File: config.mk
export PLATFORM = sky130hd
export DESIGN_NAME = combat_resolver_flat
export DESIGN_NICKNAME = d
export VERILOG_FILES = /design/src/rtl/combat_resolver_pkg.sv /design/src/rtl/combat_resolver_if.sv /design/src/rtl/combat_resolver_stun_timer.sv /design/src/rtl/combat_resolver.sv /design/src/flat_wrapper.sv
export SDC_FILE = /design/constraint.sdc
export NUM_CORES = 1
export LEC_CHECK = 0
export CORE_ASPECT_RATIO = 1.1
export CORE_MARGIN = 5
export CORE_UTILIZATION = 47
export DETAILED_ROUTE_END_ITERATION = 8
export HOLD_SLACK_MARGIN = 0.03
export PLACE_DENSITY = 0.72
export SLEW_MARGIN = 0
export SYNTH_ARGS = -nofsm -noshare
export SYNTH_HDL_FRONTEND = slang
export SYNTH_SLANG_ARGS = --single-unit
File: constraint.sdc
create_clock -name clk -period 1.95 [get_ports clk]
set_input_delay 0.2925 -clock clk [delete_from_list [all_inputs] [get_ports clk]]
set_output_delay 0.2925 -clock clk [all_outputs]
set_load 0.005 [all_outputs]
File: src/rtl/combat_resolver_pkg.sv
// rtl/combat_resolver_pkg.sv - shared player/game state encodings for the combat resolver
package t03_combat_pkg;

   typedef enum logic [1:0] {
      PS_INIT     = 2'd0,
      PS_PUNCHING = 2'd1,
      PS_BLOCKING = 2'd2
   } player_state_e;

   typedef enum logic [1:0] {
      GS_IDLE  = 2'd0,
      GS_FIGHT = 2'd1,
      GS_OVER  = 2'd2
   } game_state_e;

   localparam logic [1:0] WIN_NONE = 2'd0;
   localparam logic [1:0] WIN_P1   = 2'd1;
   localparam logic [1:0] WIN_P2   = 2'd2;
   localparam logic [1:0] WIN_DRAW = 2'd3;

   // Encoding 3 is unused by the player FSM and behaves like INIT.
   function automatic player_state_e norm_state(input logic [1:0] s);
      return (s == 2'd3) ? PS_INIT : player_state_e'(s);
   endfunction

endpackage

File: src/rtl/combat_resolver_if.sv
// rtl/combat_resolver_if.sv - player inputs and round/health outputs of the combat resolver
interface combat_resolver_if #(
   parameter int HEALTH_W = 3
);
   logic                finished;
   logic                start;
   logic [1:0]          p1_state;
   logic [1:0]          p2_state;
   logic                p1_resting;
   logic                p2_resting;
   logic [HEALTH_W-1:0] p1_health;
   logic [HEALTH_W-1:0] p2_health;
   logic [1:0]          game_state;
   logic [1:0]          winner;
   logic                p1_hit;
   logic                p2_hit;

   modport master (
      output finished, start, p1_state, p2_state, p1_resting, p2_resting,
      input  p1_health, p2_health, game_state, winner, p1_hit, p2_hit
   );

   modport slave (
      input  finished, start, p1_state, p2_state, p1_resting, p2_resting,
      output p1_health, p2_health, game_state, winner, p1_hit, p2_hit
   );
endinterface

File: src/rtl/combat_resolver_stun_timer.sv
// rtl/combat_resolver_stun_timer.sv - per-player post-hit invulnerability counter
module combat_stun_timer #(
   parameter int                STUN_W      = 4,
   parameter logic [STUN_W-1:0] STUN_FRAMES = 4'd2
) (
   input  logic clk,
   input  logic rst,
   input  logic clear_i,
   input  logic tick_i,
   input  logic load_i,
   output logic active_o
);
   localparam logic [STUN_W-1:0] ONE = STUN_W'(1);

   logic [STUN_W-1:0] count_q, count_d;

   // A fresh hit reloads the full window even if a tick arrives on the same edge.
   always_comb begin
      count_d = count_q;
      if (clear_i) begin
         count_d = '0;
      end else if (load_i) begin
         count_d = STUN_FRAMES;
      end else if (tick_i && (count_q != '0)) begin
         count_d = count_q - ONE;
      end
   end

   always_ff @(posedge clk) begin
      if (rst) begin
         count_q <= '0;
      end else begin
         count_q <= count_d;
      end
   end

   assign active_o = (count_q != '0);

endmodule

File: src/rtl/combat_resolver.sv
// rtl/combat_resolver.sv - punch landing, health bookkeeping and round state machine
module combat_resolver
   import t03_combat_pkg::*;
#(
   parameter int                  HEALTH_W     = 3,
   parameter logic [HEALTH_W-1:0] MAX_HEALTH   = 3'd3,
   parameter logic [HEALTH_W-1:0] PUNCH_DAMAGE = 3'd1,
   parameter int                  STUN_W       = 4,
   parameter logic [STUN_W-1:0]   STUN_FRAMES  = 4'd2
) (
   input logic               clk,
   input logic               rst,
   combat_resolver_if.slave  bus
);

   function automatic logic [HEALTH_W-1:0] sat_sub(input logic [HEALTH_W-1:0] a,
                                                   input logic [HEALTH_W-1:0] b);
      return (a > b) ? (a - b) : '0;
   endfunction

   game_state_e         state_q, state_d;
   logic [1:0]          winner_q, winner_d;
   logic [HEALTH_W-1:0] p1_health_q, p1_health_d;
   logic [HEALTH_W-1:0] p2_health_q, p2_health_d;
   player_state_e       prev1_q, prev1_d;
   player_state_e       prev2_q, prev2_d;
   logic                p1_hit_q, p1_hit_d;
   logic                p2_hit_q, p2_hit_d;

   player_state_e cur1, cur2;
   logic          onset1, onset2;
   logic          prot1, prot2;
   logic          stun1_active, stun2_active;
   logic          land_p1, land_p2;
   logic          restart;
   logic          frame_tick;

   assign cur1   = norm_state(bus.p1_state);
   assign cur2   = norm_state(bus.p2_state);
   assign onset1 = (cur1 == PS_PUNCHING) && (prev1_q != PS_PUNCHING);
   assign onset2 = (cur2 == PS_PUNCHING) && (prev2_q != PS_PUNCHING);
   assign prot1  = ((cur1 == PS_BLOCKING) && !bus.p1_resting) || stun1_active;
   assign prot2  = ((cur2 == PS_BLOCKING) && !bus.p2_resting) || stun2_active;

   // Stun only counts down on frames of a live round, so OVER freezes it.
   assign frame_tick = (state_q == GS_FIGHT) && bus.finished;

   always_comb begin
      state_d     = state_q;
      winner_d    = winner_q;
      p1_health_d = p1_health_q;
      p2_health_d = p2_health_q;
      prev1_d     = prev1_q;
      prev2_d     = prev2_q;
      p1_hit_d    = 1'b0;
      p2_hit_d    = 1'b0;
      land_p1     = 1'b0;
      land_p2     = 1'b0;
      restart     = 1'b0;

      case (state_q)
         GS_IDLE, GS_OVER: begin
            if (bus.start) begin
               restart     = 1'b1;
               state_d     = GS_FIGHT;
               winner_d    = WIN_NONE;
               p1_health_d = MAX_HEALTH;
               p2_health_d = MAX_HEALTH;
               prev1_d     = cur1;
               prev2_d     = cur2;
            end
         end
         GS_FIGHT: begin
            if (bus.finished) begin
               prev1_d  = cur1;
               prev2_d  = cur2;
               land_p1  = onset2 && !prot1;
               land_p2  = onset1 && !prot2;
               p1_hit_d = land_p1;
               p2_hit_d = land_p2;
               if (land_p1) p1_health_d = sat_sub(p1_health_q, PUNCH_DAMAGE);
               if (land_p2) p2_health_d = sat_sub(p2_health_q, PUNCH_DAMAGE);
               if ((p1_health_d == '0) || (p2_health_d == '0)) begin
                  state_d = GS_OVER;
                  if ((p1_health_d == '0) && (p2_health_d == '0)) winner_d = WIN_DRAW;
                  else if (p1_health_d == '0)                      winner_d = WIN_P2;
                  else                                              winner_d = WIN_P1;
               end
            end
         end
         default: state_d = GS_IDLE;
      endcase
   end

   always_ff @(posedge clk) begin
      if (rst) begin
         state_q     <= GS_IDLE;
         winner_q    <= WIN_NONE;
         p1_health_q <= MAX_HEALTH;
         p2_health_q <= MAX_HEALTH;
         prev1_q     <= PS_INIT;
         prev2_q     <= PS_INIT;
         p1_hit_q    <= 1'b0;
         p2_hit_q    <= 1'b0;
      end else begin
         state_q     <= state_d;
         winner_q    <= winner_d;
         p1_health_q <= p1_health_d;
         p2_health_q <= p2_health_d;
         prev1_q     <= prev1_d;
         prev2_q     <= prev2_d;
         p1_hit_q    <= p1_hit_d;
         p2_hit_q    <= p2_hit_d;
      end
   end

   combat_stun_timer #(.STUN_W(STUN_W), .STUN_FRAMES(STUN_FRAMES)) u_stun_p1 (
      .clk      (clk),
      .rst      (rst),
      .clear_i  (restart),
      .tick_i   (frame_tick),
      .load_i   (land_p1),
      .active_o (stun1_active)
   );

   combat_stun_timer #(.STUN_W(STUN_W), .STUN_FRAMES(STUN_FRAMES)) u_stun_p2 (
      .clk      (clk),
      .rst      (rst),
      .clear_i  (restart),
      .tick_i   (frame_tick),
      .load_i   (land_p2),
      .active_o (stun2_active)
   );

   assign bus.p1_health  = p1_health_q;
   assign bus.p2_health  = p2_health_q;
   assign bus.game_state = state_q;
   assign bus.winner     = winner_q;
   assign bus.p1_hit     = p1_hit_q;
   assign bus.p2_hit     = p2_hit_q;

endmodule

File: src/flat_wrapper.sv
// flat-port wrapper written by rule: the top's interface ports become plain ports
module combat_resolver_flat import t03_combat_pkg::*;
#(
   parameter int                  HEALTH_W     = 3,
   parameter logic [HEALTH_W-1:0] MAX_HEALTH   = 3'd3,
   parameter logic [HEALTH_W-1:0] PUNCH_DAMAGE = 3'd1,
   parameter int                  STUN_W       = 4,
   parameter logic [STUN_W-1:0]   STUN_FRAMES  = 4'd2
)
  (clk, rst, bus_finished, bus_start, bus_p1_state, bus_p2_state, bus_p1_resting, bus_p2_resting, bus_p1_health, bus_p2_health, bus_game_state, bus_winner, bus_p1_hit, bus_p2_hit);
  combat_resolver_if #(.HEALTH_W(HEALTH_W)) bus_i ();
  input logic clk;
  input logic rst;
  input wire logic [$bits(bus_i.finished)-1:0] bus_finished;
  input wire logic [$bits(bus_i.start)-1:0] bus_start;
  input wire logic [$bits(bus_i.p1_state)-1:0] bus_p1_state;
  input wire logic [$bits(bus_i.p2_state)-1:0] bus_p2_state;
  input wire logic [$bits(bus_i.p1_resting)-1:0] bus_p1_resting;
  input wire logic [$bits(bus_i.p2_resting)-1:0] bus_p2_resting;
  output wire logic [$bits(bus_i.p1_health)-1:0] bus_p1_health;
  output wire logic [$bits(bus_i.p2_health)-1:0] bus_p2_health;
  output wire logic [$bits(bus_i.game_state)-1:0] bus_game_state;
  output wire logic [$bits(bus_i.winner)-1:0] bus_winner;
  output wire logic [$bits(bus_i.p1_hit)-1:0] bus_p1_hit;
  output wire logic [$bits(bus_i.p2_hit)-1:0] bus_p2_hit;
  assign bus_i.finished = bus_finished;
  assign bus_i.start = bus_start;
  assign bus_i.p1_state = bus_p1_state;
  assign bus_i.p2_state = bus_p2_state;
  assign bus_i.p1_resting = bus_p1_resting;
  assign bus_i.p2_resting = bus_p2_resting;
  assign bus_p1_health = bus_i.p1_health;
  assign bus_p2_health = bus_i.p2_health;
  assign bus_game_state = bus_i.game_state;
  assign bus_winner = bus_i.winner;
  assign bus_p1_hit = bus_i.p1_hit;
  assign bus_p2_hit = bus_i.p2_hit;
  combat_resolver #(.HEALTH_W(HEALTH_W), .MAX_HEALTH(MAX_HEALTH), .PUNCH_DAMAGE(PUNCH_DAMAGE), .STUN_W(STUN_W), .STUN_FRAMES(STUN_FRAMES)) u_core (.clk(clk), .rst(rst), .bus(bus_i));
endmodule
Word-level counts from Yosys, hierarchy flattened --
Index checks and enable logic that the tools add are counted.
Operators by class: add/subtract/negate cells 4, magnitude comparators 2, equality and inequality tests 13, muxes and demuxes 41, reduce and logical (&&, ||, !) cells 32
Operators with widths (count):
- $mux 2 | 18
- $mux 3 | 11
- $pmux 2 s2 | 4
- $pmux 3 s2 | 2
- $eq 2x2->1 const B | 5
- $logic_and 1x1->1 | 10
- $reduce_bool 4->1 | 2
- $sub 4x1->4 const B | 2
- $eq 2x1->1 const B | 3
- $gt 3x1->1 const B | 2
- $logic_not 3->1 | 2
- $mux 1 | 6
- $ne 2x2->1 const B | 3
- $reduce_and 3->1 | 2
- $reduce_bool 2->1 | 3
- $reduce_or 3->1 | 2
- $sub 3x1->3 const B | 2
- $logic_not 1->1 | 4
- $ne 2x1->1 const B | 2
- $reduce_and 4->1 | 1
- $reduce_or 2->1 | 2
- $logic_or 1x1->1 | 3
- $logic_not 2->1 | 1
Storage, ports and cells: register bits after elaboration 24, input port bits 10

Longest topological paths before layout --
depth in word-level cells 16, mapped depth 7, gate-level depth less buffers 7

Cells and area by module --
A second synthesis with hierarchy kept.
Unflattened totals: cell total of the unflattened synthesis 158, area total of the unflattened synthesis 1357.6 µm²
By module, submodules not included:
- combat_resolver | instances 1, cells an instance 110, area an instance 894.6 µm²
- combat_stun_timer | instances 2, cells an instance 24, area an instance 231.5 µm²

Least setup slack after synthesis --
OpenSTA, ideal clock, no wires.
path type reg-to-reg, start point register u_core.u_stun_p2.count_q[0], end point register u_core.winner_q[1] (netlist: u_core.bus.winner[1]), library setup time 0.116 ns, arrival 1.751 ns, required time 1.834 ns, setup slack 0.082 ns, stages on the path, launching flop included 8, buffers on the path 0, path through dfxtp_1 inv_1 ha_1 or3b_4 nor4b_4 a21oi_2 nand2b_4 a41o_1
Between the ends: cells in the longest elaborated chain, start to end 13
Ends and longest elaborated chain:
- start, declared | RTL line combat_resolver_stun_timer.sv:15 | logic [STUN_W-1:0] count_q, count_d;
- start signal, assigned | RTL line combat_resolver_stun_timer.sv:33 | count_q <= count_d;
- $reduce_bool 4->1 (*) | RTL line combat_resolver_stun_timer.sv:37 | assign active_o = (count_q != '0);
- $logic_or 1x1->1 (*) | RTL line combat_resolver.sv:43 | assign prot2 = ((cur2 == PS_BLOCKING) && !bus.p2_resting) || stun2_active;
- $logic_not 1->1 (*) | RTL line combat_resolver.sv:78 | land_p2 = onset1 && !prot2;
- $logic_and 1x1->1 (*) | RTL line combat_resolver.sv:78
- $mux 3 (*) | RTL line combat_resolver.sv:82 | if (land_p2) p2_health_d = sat_sub(p2_health_q, PUNCH_DAMAGE);
- $mux 3 (*) | RTL line combat_resolver.sv:74 | if (bus.finished) begin
- $mux 3 (*) | RTL line combat_resolver.sv:61 | case (state_q)
- $logic_not 3->1 (*) | RTL line combat_resolver.sv:83, combat_resolver.sv:85
- $logic_and 1x1->1 | RTL line combat_resolver.sv:85 | if ((p1_health_d == '0) && (p2_health_d == '0)) winner_d = WIN_DRAW;
- $mux 2 | RTL line combat_resolver.sv:85
- $mux 2 | RTL line combat_resolver.sv:83 | if ((p1_health_d == '0) || (p2_health_d == '0)) begin
- $mux 2 | RTL line combat_resolver.sv:74
- $pmux 2 s2 | RTL line combat_resolver.sv:61
- end signal, assigned | RTL line combat_resolver.sv:107 | winner_q <= winner_d;
- end, declared | RTL line combat_resolver.sv:22 | logic [1:0] winner_q, winner_d;
Mark *: on every way between the ends. The rest lies on a longest branch, timed or not. The select of a mux whose other input is x is not followed. A chain may end at the register's enable or synchronous reset.

Worst setup path in the final report --
start point register u_core.u_stun_p2.count_q[0], end point register u_core.p2_health_q[0] (netlist: u_core.bus.p2_health[0])
Between the ends: cells in the longest elaborated chain, start to end 9
Ends and longest elaborated chain:
- $reduce_bool 4->1 | RTL line combat_resolver_stun_timer.sv:37
- $logic_or 1x1->1 | RTL line combat_resolver.sv:43
- $logic_not 1->1 | RTL line combat_resolver.sv:78
- $logic_and 1x1->1 | RTL line combat_resolver.sv:78
- $mux 3 | RTL line combat_resolver.sv:82
- $mux 3 | RTL line combat_resolver.sv:74
- $mux 3 | RTL line combat_resolver.sv:61
- $mux 3 | RTL line combat_resolver.sv:74
- $pmux 3 s2 | RTL line combat_resolver.sv:61
- end signal, assigned | RTL line combat_resolver.sv:109 | p2_health_q <= p2_health_d;
- end, declared | RTL line combat_resolver.sv:24 | logic [HEALTH_W-1:0] p2_health_q, p2_health_d;
Every way passes these cells. The select of a mux whose other input is x is not followed.

==> impl_metrics.toml <==
[outcome]
status = "complete, no violations"

[logic_synthesis]
ys_ff_latch = 24
synth_edf_count = 0
synth_area_sq_mm = 0.00130
synth_cell_types = 43
synthTopCellsByArea = "dfxtp_1, ha_1, a21oi_1, nand2_1, o21ai_0"
synthFlopType = "dfxtp_1"
syn_area_per_cell_sq_um = 8.41
synth_warnings = 0
netlist_instances = 155
synthTopCellsByCount = "dfxtp_1, nand2_1, a21oi_1"
seq_area_frac_synth_pct = 36.9
synth_top_area_share_pct = 36.9
synth.most_common_cell = "dfxtp_1"
synth_top_area_cell = "dfxtp_1"
async_flop_share_pct = 0
syn_nets = 173

[critical_path]
cp.buffers_inverters = 2
cp-endpoint = "u_core.bus.p2_health[0]"
critPathArrivalTime_ns = 2.07
cp-end-kind = "register"
crit_cells = 7
cp_slowest_stage_delay_ns = 0.40
r2r_slack_ns = 0.1
crit_fanout = 6
crit_type = "register to register"
cp_slowest_cell = "or3b_4"
r2r_cells = 7
crit_path_start_kind = "register"
rr_endpoint = "u_core.bus.p2_health[0]"
cp-startpoint = "u_core.u_stun_p2.count_q[0]"
crit_family = "simple AND/OR/NAND/NOR gates"
regToRegStartpoint = "u_core.u_stun_p2.count_q[0]"
path_cells = "inv_2 -> ha_4 -> or3b_4 -> nor4b_4 -> buf_4 -> nand2_1 -> a211o_1"
critical_path_required_ns = 2.17

[power_and_ir_drop]
seq_power_share_pct = 56.0
power_uw = 909
p_per_area_mw_per_mm2 = 525
power.share.combinational_pct = 16.1
p_clk_share_pct = 27.9
intPower_uw = 687
p_switching_uw = 223
vdd_ir_drop_max_v = 0.000395
power_leakage_uw = 0.000713
netSwitchingFraction_pct = 24.5

[route]
drcViolationCount = 0
drt-initial-drc-count = 56
drtPass1Iterations = 4
wl_mm = 3.10
viasPerCell = 5.54
ant_nets = 0
vias = 1268
wl_per_cell_um = 13.5

[clock_tree]
clock-sinks = 24
clk_pin_slew_worst_paths_ns = 0.13
cts_tree = "yes"
clk_path_buf_depth = 2
numCtsBuffers = 3
htree_levels = 1
clock_latency_ns = 0.31
root_buffer = "clkbuf_4"

[place]
hpwlAfterDp_mm = 2.45
gp_congestion = 0.830
dpl_cell_area_sq_mm = 0.00166
pre_cts_slack_ns = -0.0563
io_buffers = 21

[timing]
slew-limit-headroom_pct = 67.8
skew_ns = 0.00751
fin_ws_ns = 0.0982
max_freq_mhz = 540
layout_min_cycle_time_ns = 1.85
hold_viol = 0
setup_viol = 0
period_share_pct = 95.0
tightest_slew_ns = 0.481
drv_slew = 0
hold_slack_ns = 0.463
fin_setup_tns_ns = 0

[grt]
grt_pass1_vias = 1292
grt_pass1_wl_mm = 5.49
grt_max_degree = 14
grt_remaining_overflow = 0
antenna_found_initial = 0
track_usage_pct = 18.0

[run]
maxCapViolations = 0

[layout]
drive_gt1_share_pct = 18.4
diodes = 0
synthToLayoutAreaGrowth_pct = 32.9
fin_area_sq_mm = 0.00173
finalNetCount = 215

[worst_hold_path]
hold_class = "register to register"

[floorplanning]
pin_count = 22
start_util_pct = 47.8
core_sq_mm = 0.00273
die_x_um = 60.2
rows = 20
die_h_um = 65.2
fp.dieArea_sq_mm = 0.00393
==> power by group through the flow <==
| stage | combinational, uW | clock, uW | sequential, uW |
|---|---|---|---|
| floorplan | 72.2 | 0 | 518 |
| global placement | 140 | 0 | 519 |
| detailed placement | 145 | 0 | 520 |
| CTS | 145 | 268 | 509 |
| global route | 163 | 290 | 511 |
| finish | 147 | 254 | 509 |
==> routing by layer <==
layer,track usage [%],share of wire (%)
met5,0,0
met4,6.37,1.4
met3,3.14,3.9
met2,31.6,51
met1,21.2,44
==> cells by family (layout without fill, tap and decap cells) <==
kind of cell | Yosys count | in the layout | synth area share (%)
xor+xnor | 2 | 2 | 1.34
simple gates | 58 | 58 | 26.3
fa+ha+maj | 8 | 8 | 7.68
flops | 24 | 24 | 36.9
compound gates | 47 | 47 | 23.1
buf+inv | 16 | 57 | 4.70
==> area by class of cell <==
class | count | area [sq um]
fillers | 244 | 995
multi-input cells | 115 | 774
flip-flops and latches | 24 | 483
repair buffers | 39 | 345
inverters | 14 | 52.6
well taps | 33 | 41.3
clock buffers | 4 | 36.3
==> timing repair <==
item / CTS / global route
gates resized for setup: 0 / 8
buffers inserted: 0 / 3
hold endpoints to repair: 0 / 0
setup endpoints to repair: 0 / 4
hold buffers: 0 / 0
==> worst min-delay path by stage <==
stage / from / end / slack [ns] / cells past startpoint
2_1_floorplan: bus_finished / u_core.bus.game_state[0] / 0.39 / 1
3_3_place_gp: u_core.prev1_q[0] / u_core.prev1_q[0] / 0.44 / 2
3_5_place_dp: u_core.prev2_q[0] / u_core.prev2_q[0] / 0.45 / 2
4_1_cts: u_core.prev2_q[0] / u_core.prev2_q[0] / 0.46 / 2
5_1_grt: u_core.prev2_q[0] / u_core.prev2_q[0] / 0.49 / 2
6_report: u_core.prev2_q[0] / u_core.prev2_q[0] / 0.46 / 2
==> tightest hold or removal path, stage by stage, from the launching register on <==
cell,delay (ns)
dfxtp_1,0.33
nand2_1,0.05
a21oi_1,0.05
==> cells in the final DEF (no fill, tap or decap), types with 2 or more instances in the layout <==
cell             instances
or4_1                    2
clkdlybuf4s50_1         21
o21ba_2                  2
ha_1                     7
dfxtp_2                  2
o21ai_0                  9
inv_2                    2
clkbuf_4                 3
o211ai_1                 2
a221oi_1                 2
nand2_1                 18
dfxtp_1                 22
nor2b_1                  5
o21ai_1                  3
buf_4                   18
nand3_1                  3
inv_1                   12
nor3_1                   5
a21oi_1                 16
nand3b_1                 5
nand2b_1                 2
nor2_1                   8
o22ai_1                  2
==> per-stage QoR <==
step                      instances  util [%]
final                           229      63.5
after floorplan                 155         -
after CTS                       226      62.2
after global placement          222      60.8
after detailed placement        222      60.8
after global routing            229      63.5
==> sequential cells by signal, summed over array words and instances, names as in the netlist, 2 cells and up <==
signal,flops
u_core.prev2_q,2
u_core.bus.winner,2
u_core.bus.p1_health,3
u_core.bus.game_state,2
u_core.bus.p2_health,3
u_core.u_stun_p2.count_q,4
u_core.prev1_q,2
u_core.u_stun_p1.count_q,4
No activity file was read; power rests on OpenSTA's default activity.
